<file path="src/rtl/seg_pkg.sv">
`default_nettype none
// +----------------------------------------------------------------------+
// | seg_pkg: segment codes and decode types shared by display TX and RX  |
// | Revision: 1.0                                                        |
// +----------------------------------------------------------------------+
package seg_pkg;

  localparam int c_NUM_DIGITS = 6;

  // Common-anode, active-low g..a patterns for hex values 0..F
  localparam logic [6:0] c_SEG_CODE [16] = '{
    7'h40, 7'h79, 7'h24, 7'h30, 7'h19, 7'h12, 7'h02, 7'h78,
    7'h00, 7'h10, 7'h08, 7'h03, 7'h46, 7'h21, 7'h06, 7'h0E
  };

  localparam logic [6:0] c_SEG_BLANK = 7'h7F;

  typedef struct packed {
    logic [3:0] value;
    logic       hit;
    logic       blank;
  } seg_dec_t;

endpackage
`default_nettype wire

</file>
<file path="src/rtl/seg_code_lut.sv">
`default_nettype none
// +----------------------------------------------------------------------+
// | seg_code_lut: 7-bit segment pattern to hex value plus hit/blank      |
// | Revision: 1.0                                                        |
// +----------------------------------------------------------------------+
module seg_code_lut
  import seg_pkg::*;
(
  input  logic [6:0] code_i,
  output seg_dec_t   dec_o
);

  always_comb begin
    dec_o = '0;
    for (int i = 0; i < 16; i++) begin
      if (code_i == c_SEG_CODE[i]) begin
        dec_o.value = 4'(i);
        dec_o.hit   = 1'b1;
      end
    end
    dec_o.blank = (code_i == c_SEG_BLANK);
  end

endmodule
`default_nettype wire

</file>
<file path="src/rtl/seg_scan_decoder.sv">
`default_nettype none
// +----------------------------------------------------------------------+
// | seg_scan_decoder: debounced capture of a scanned 6-digit 7-seg bus   |
// | Revision: 1.0                                                        |
// +----------------------------------------------------------------------+
module seg_scan_decoder
  import seg_pkg::*;
#(
  parameter int STABLE_CNT = 4
) (
  input  logic                      sys_clk,
  input  logic                      sys_rst_n,
  input  logic [7:0]                dig_duan,
  input  logic [5:0]                dig_wei,
  output logic [4*c_NUM_DIGITS-1:0] digits,
  output logic [c_NUM_DIGITS-1:0]   dp,
  output logic [c_NUM_DIGITS-1:0]   digit_valid,
  output logic [c_NUM_DIGITS-1:0]   code_err,
  output logic                      upd,
  output logic                      sel_err
);

  localparam logic [7:0] c_STABLE = 8'(STABLE_CNT);

  logic [7:0]                duan_m_q, duan_s_q;
  logic [5:0]                wei_m_q, wei_s_q;
  logic                      vld_m_q, vld_s_q;
  logic [13:0]               prev_q;
  logic [7:0]                cnt_q, cnt_d;
  logic [4*c_NUM_DIGITS-1:0] digits_q, digits_d;
  logic [c_NUM_DIGITS-1:0]   dp_q, dp_d;
  logic [c_NUM_DIGITS-1:0]   valid_q, valid_d;
  logic [c_NUM_DIGITS-1:0]   err_q, err_d;
  logic                      upd_q, sel_err_q;

  logic [13:0] w_sample;
  logic        w_restart;
  logic        w_fire;
  logic [5:0]  w_sel;
  logic        w_one_hot;
  logic        w_cap_one;
  logic        w_cap_multi;
  seg_dec_t    w_dec;

  seg_code_lut u_lut (
    .code_i (duan_s_q[6:0]),
    .dec_o  (w_dec)
  );

  assign w_sample  = {wei_s_q, duan_s_q};
  assign w_restart = (cnt_q == 8'd0) || (w_sample != prev_q);
  assign w_sel     = ~wei_s_q;
  assign w_one_hot = (w_sel != 6'd0) && ((w_sel & (w_sel - 6'd1)) == 6'd0);

  // The valid pipeline keeps reset-value samples out of the first run.
  always_comb begin
    cnt_d = cnt_q;
    if (!vld_s_q)
      cnt_d = 8'd0;
    else if (w_restart)
      cnt_d = 8'd1;
    else if (cnt_q != 8'hFF)
      cnt_d = cnt_q + 8'd1;
  end

  // Fire only on the transition into STABLE_CNT so a saturated run stays quiet.
  assign w_fire      = vld_s_q && (cnt_d == c_STABLE) && (w_restart || (cnt_q != cnt_d));
  assign w_cap_one   = w_fire && w_one_hot;
  assign w_cap_multi = w_fire && (w_sel != 6'd0) && !w_one_hot;

  always_comb begin
    digits_d = digits_q;
    dp_d     = dp_q;
    valid_d  = valid_q;
    err_d    = err_q;
    for (int i = 0; i < c_NUM_DIGITS; i++) begin
      if (w_cap_one && w_sel[i]) begin
        if (w_dec.hit) begin
          digits_d[4*i +: 4] = w_dec.value;
          dp_d[i]            = ~duan_s_q[7];
          valid_d[i]         = 1'b1;
          err_d[i]           = 1'b0;
        end else if (w_dec.blank) begin
          dp_d[i]    = ~duan_s_q[7];
          valid_d[i] = 1'b0;
          err_d[i]   = 1'b0;
        end else begin
          valid_d[i] = 1'b0;
          err_d[i]   = 1'b1;
        end
      end
    end
  end

  always_ff @(posedge sys_clk or negedge sys_rst_n) begin
    if (!sys_rst_n) begin
      duan_m_q  <= '0;
      duan_s_q  <= '0;
      wei_m_q   <= '0;
      wei_s_q   <= '0;
      vld_m_q   <= 1'b0;
      vld_s_q   <= 1'b0;
      prev_q    <= '0;
      cnt_q     <= '0;
      digits_q  <= '0;
      dp_q      <= '0;
      valid_q   <= '0;
      err_q     <= '0;
      upd_q     <= 1'b0;
      sel_err_q <= 1'b0;
    end else begin
      duan_m_q  <= dig_duan;
      duan_s_q  <= duan_m_q;
      wei_m_q   <= dig_wei;
      wei_s_q   <= wei_m_q;
      vld_m_q   <= 1'b1;
      vld_s_q   <= vld_m_q;
      prev_q    <= w_sample;
      cnt_q     <= cnt_d;
      digits_q  <= digits_d;
      dp_q      <= dp_d;
      valid_q   <= valid_d;
      err_q     <= err_d;
      upd_q     <= w_cap_one;
      sel_err_q <= w_cap_multi;
    end
  end

  assign digits      = digits_q;
  assign dp          = dp_q;
  assign digit_valid = valid_q;
  assign code_err    = err_q;
  assign upd         = upd_q;
  assign sel_err     = sel_err_q;

endmodule
`default_nettype wire

</file>
<file path="config.mk">
export PLATFORM = sky130hd
export DESIGN_NAME = seg_scan_decoder
export DESIGN_NICKNAME = d
export VERILOG_FILES = /design/src/rtl/seg_pkg.sv /design/src/rtl/seg_code_lut.sv /design/src/rtl/seg_scan_decoder.sv
export SDC_FILE = /design/constraint.sdc
export NUM_CORES = 1
export LEC_CHECK = 0
export BUFFER_PORTS_ARGS = -buffer_cell sky130_fd_sc_hd__buf_4
export CORE_MARGIN = 5
export CORE_UTILIZATION = 37
export CTS_BUF_LIST = sky130_fd_sc_hd__clkbuf_8
export DETAILED_ROUTE_END_ITERATION = 12
export SYNTH_ARGS = -nofsm -noshare
export SYNTH_HDL_FRONTEND = slang
export SYNTH_HIERARCHICAL = 1
export SYNTH_SLANG_ARGS = --single-unit
</file>
<file path="constraint.sdc">
create_clock -name sys_clk -period 7.2 [get_ports sys_clk]
set_input_delay 0.36 -clock sys_clk [delete_from_list [all_inputs] [get_ports sys_clk]]
set_output_delay 0.36 -clock sys_clk [all_outputs]
set_load 0.005 [all_outputs]
</file>
Word level (Yosys, flattened, before mapping)
Index checks and enable logic that the tools add are counted.
{ "word_totals": {"ff_bits": 96, "inputBits": 16, "output_inout_bits": 44, "wordCells": 115} }
{ "op_classes": {"addsub": 2, "n_eq_ne": 20, "n_mux": 24, "bitwise_logic": 3, "n_reduce_logical": 32} }
{ "ops": {"columns": ["op", "n"], "rows": [
  ["5-bit two-way mux", 8],
  ["7-bit equality test, second input constant", 5],
  ["8-bit two-way mux", 3],
  ["2-bit AND reduction", 12],
  ["7-bit by 5-bit equality test with 1-bit output, second input constant", 3],
  ["7-bit by 6-bit equality test with 1-bit output, second input constant", 3],
  ["4-bit two-way mux", 4],
  ["7-bit by 2-bit equality test with 1-bit output, second input constant", 2],
  ["7-bit by 4-bit equality test with 1-bit output, second input constant", 2],
  ["14-bit inequality test", 1],
  ["1-bit logical AND", 12],
  ["8-bit by 1-bit adder with 8-bit output, second input constant", 1],
  ["8-bit by 3-bit equality test with 1-bit output, second input constant", 1],
  ["8-bit logical NOT", 1],
  ["8-bit inequality test", 1],
  ["8-bit inequality test, second input constant", 1],
  ["7-bit by 3-bit equality test with 1-bit output, second input constant", 1],
  ["7-bit logical NOT", 1],
  ["6-bit bitwise AND", 1],
  ["6-bit logical NOT", 1],
  ["1-bit two-way mux", 6],
  ["3-bit two-way mux", 2],
  ["6-bit inverter", 1],
  ["6-bit nonzero test", 1],
  ["other kinds (6)", 7]
]} }

Logic depth before layout (Yosys ltp)
{ "depth": {"depth_word": 19, "depth_mapped": 11, "mapped_depth_nobuf": 8} }

Hierarchy
Netlist, hierarchy kept.
{ "by_module_without_submodules": {"columns": ["module", "instances", "cells_per_inst", "area_per_inst_um2", "seq_area_each_um2"], "rows": [
  ["seg_scan_decoder", 1, 286, 3778.6, 2402.3],
  ["seg_code_lut", 1, 55, 349.1, 0.0]
]} }

Worst setup path before layout
OpenSTA, ideal clock, no wires.
{ "synth_timing": {"path_kind": "flip-flop to flip-flop", "start": "register duan_s_q[2]", "end": "register dp_q[2] (netlist: dp[2])", "setup_time_ns": 0.079, "arrival_time_ns": 2.393, "t_required_ns": 7.121, "setup_slack_ns": 4.728, "stages_incl_launch_ff": 12, "n_path_buf": 3, "synth_period_minus_slack_ns": 2.472, "path_cell_list": "dfrtp_1 > buf_4 > and3b_4 > a22oi_2 > nand3_1 > or4_1 > clkbuf_1 > nor2_1 > clkbuf_1 > nor3_1 > o2111ai_1 > mux2i_1"} }
{ "synth_lines": {"columns": ["item", "line_no", "rtl"], "rows": [
  ["start: declaration", "seg_scan_decoder.sv:25", "logic [7:0] duan_m_q, duan_s_q;"],
  ["start signal: assignment", "seg_scan_decoder.sv:113", "duan_s_q <= duan_m_q;"],
  ["end signal: assignment", "seg_scan_decoder.sv:121", "dp_q <= dp_d;"],
  ["end: declaration", "seg_scan_decoder.sv:31", "logic [c_NUM_DIGITS-1:0] dp_q, dp_d;"]
]} }

==> results.json <==
{
  "overflow": 0,
  "gp_congestion": 0.790,
  "grt_pass1_wl_microns": 14500,
  "ir_worst_vdd_mv": 0.105,
  "start_util_pct": 37.9,
  "cts.path.max_buffers": 2,
  "tns_ps": 0,
  "min_period_over_period_pct": 43.9,
  "hold-worst-slack_ps": 112,
  "num-nets-final": 409,
  "clk_pin_slew_ps": 90,
  "fin_skew_ps": 13.2,
  "wirelength_microns": 8510,
  "ant_nets": 0,
  "io_buffers": 59,
  "die_w_microns": 116,
  "post_cts_resize_count": 0,
  "min_period_ps": 3160,
  "grt_max_degree": 60,
  "clk_latency_ps": 360,
  "tightest_slew_ps": 1050,
  "die_height_microns": 116,
  "avgSynthCellArea_sq_um": 12.1,
  "dr.pass1.iters": 6,
  "ys_seq_area_share_pct": 58.2,
  "status": "completed",
  "drv_cap": 0,
  "dp_hpwl_microns": 5990,
  "start_kind": "flop",
  "n_antenna_cell": 0,
  "num_vias": 2790,
  "row_count": 38,
  "cts_root_buf": "clkbuf_8",
  "numClockSinks": 96,
  "post-cts-setup-buffer-count": 0,
  "syn-cell-area_sq_um": 4130,
  "synth_enable_flop_cells": 0,
  "ys_seq_elements": 96,
  "cp.arrival_ps": 3440,
  "hold_class": "in2reg",
  "crit_path_max_fanout": 19,
  "dp.cells": 519,
  "critPathKind": "reg2reg",
  "drt_first_iter_violations": 232,
  "grt_pass1_vias": 2758,
  "finalSetupViolCount": 0,
  "area_delta_synth_final_pct": 17.7,
  "critPathCaptureType": "flop",
  "core_sq_um": 10900,
  "hold_viol_final": 0,
  "ys.flop_type": "dfrtp_1",
  "ys_types": 50,
  "cts_buffers": 9,
  "slew_headroom_pct": 29.6,
  "yosysWarnings": 6,
  "h-tree-depth": 3,
  "cts_hold_buf": 1,
  "wl_per_cell_microns": 15.9,
  "cp.required_ps": 7480,
  "fmax_mhz": 316,
  "cts_tree": "built",
  "drive_above_1_share_pct": 29.3,
  "grt_use_total_pct": 13.7,
  "stdcell_count": 536,
  "rsz0062_at_grt": "false",
  "antenna_found_initial": 0,
  "ios": 60,
  "drc_errors": 0,
  "maxSlewViolCount": 0,
  "synthCells": 341,
  "die_area_sq_um": 13400,
  "avgViaCountPerCell": 5.21,
  "power.density_nw_per_um2": 199,
  "leakagePower_uw": 0.00232,
  "ys_async_sr_fraction_pct": 100,
  "syn-num-nets": 359
}
## worst max-delay path: stages (launching register included)
cell	delay, ps
dfrtp_1	710
and3b_4	300
a22oi_2	140
nand3_1	100
or4_1	700
nor2_1	610
and3b_1	260
nand4_1	100
mux2i_1	180
## where the power goes
part	switching [uW]	leakage (uW)	internal (uW)	total [uW]
combinational	26.9	0.000979	19.1	46.0
clock	190	0.000101	161	351
sequential	18.3	0.00124	551	570
total	235	0.00232	732	967
## registers in the layout, summed over array words and instances (netlist names)
name         count
cnt_q            8
upd              1
digit_valid      6
sel_err          1
prev_q          14
duan_m_q         8
code_err         6
vld_m_q          1
duan_s_q         8
digits          24
dp               6
vld_s_q          1
wei_s_q          6
wei_m_q          6
## final cells by class
class                   count  area (sq um)
well taps                 140           175
repair buffers             62           468
inverters                  14          52.6
fillers                  1022          6030
flip-flops and latches     96          2400
multi-input cells         208          1570
clock buffers               9           124
clock inverters             7          72.6
## per-layer routing
metal  GRT usage [%]  wire [microns]  up-vias
met5               0               0        -
met4            3.48              46        0
met3            3.55             402        2
met2            21.2            4030       63
met1            19.4            4030     1398
li1                -               -     1327
## logic make-up after synthesis
family / share of synthesized area, %
muxes: 10.7
DFF: 58.2
adders and majority gates: 0.849
xor gates and xnor gates: 3.61
and+or+nand+nor: 14.9
other: 0.0908
AOI/OAI and AO/OA: 7.61
buffers and inverters: 4.03
## final timing paths
| check | start | slack [ps] | to | depth (start not counted) |
|---|---|---|---|---|
| max in group asynchronous | sys_rst_n | 5600 | wei_m_q[0] | 3 |
| worst min-delay path | dig_wei[2] | 110 | wei_m_q[2] | 1 |
| worst max register to register | duan_s_q[0] | 4040 | dp[0] | 8 |
| min in group asynchronous | sys_rst_n | 510 | wei_s_q[5] | 2 |
| worst max-delay path | duan_s_q[0] | 4040 | dp[0] | 8 |
| worst min register to register | vld_m_q | 350 | vld_s_q | 0 |
## synth_stat cells (all sizes together) (2+ instances only)
cell type  number  area [sq um]
nor3b           3          22.5
mux2           34           383
nor4            7          58.8
inv            13          48.8
clkbuf          9          33.8
xnor2          15           131
o2111a          3          33.8
a21oi           4          20.0
buf            14          80.1
nand4b          4          35.0
a311oi          2          17.5
and2            3          18.8
mux2i           6          60.1
nor3            9          45.0
ha              2          25.0
o211ai          3          22.5
nand3          11          55.1
a32oi           3          26.3
o21ai           7          35.0
dfrtp          96          2400
nor2b           4          25.0
nand2          14          52.6
and3b           4          38.8
xor2            2          17.5
and4            4          35.0
o2111ai         9          78.8
a31oi           4          25.0
and3            5          31.3
nand4          11          68.8
nor2           20          75.1
## placed cells by master (no fill, tap or decap), types with 5 or more instances in the layout
cell type  count
mux2i_1        6
nand3_1       11
mux2_2        34
inv_1         14
o2111ai_1      9
o21ai_0        6
nor2_1        20
clkbuf_8       9
nor4_1         6
nor3_1         9
nand4_1       11
xnor2_1       15
nand2_1       14
buf_4         61
and3_1         5
dfrtp_1       96
## metrics by stage
| stage | utilization [%] | setup slack, ps | total power, uW | cell area, sq um |
|---|---|---|---|---|
| 2_1_floorplan | - | 4730 | 603 | 4130 |
| 3_3_place_gp | 42.7 | 4150 | 626 | 4650 |
| 3_5_place_dp | 42.7 | 4070 | 627 | 4650 |
| 4_1_cts | 44.6 | 4020 | 979 | 4860 |
| 5_1_grt | 44.6 | 3770 | 1010 | 4860 |
| 6_report | 44.6 | 4040 | 967 | 4860 |
Power figures use the tool's default switching activity.
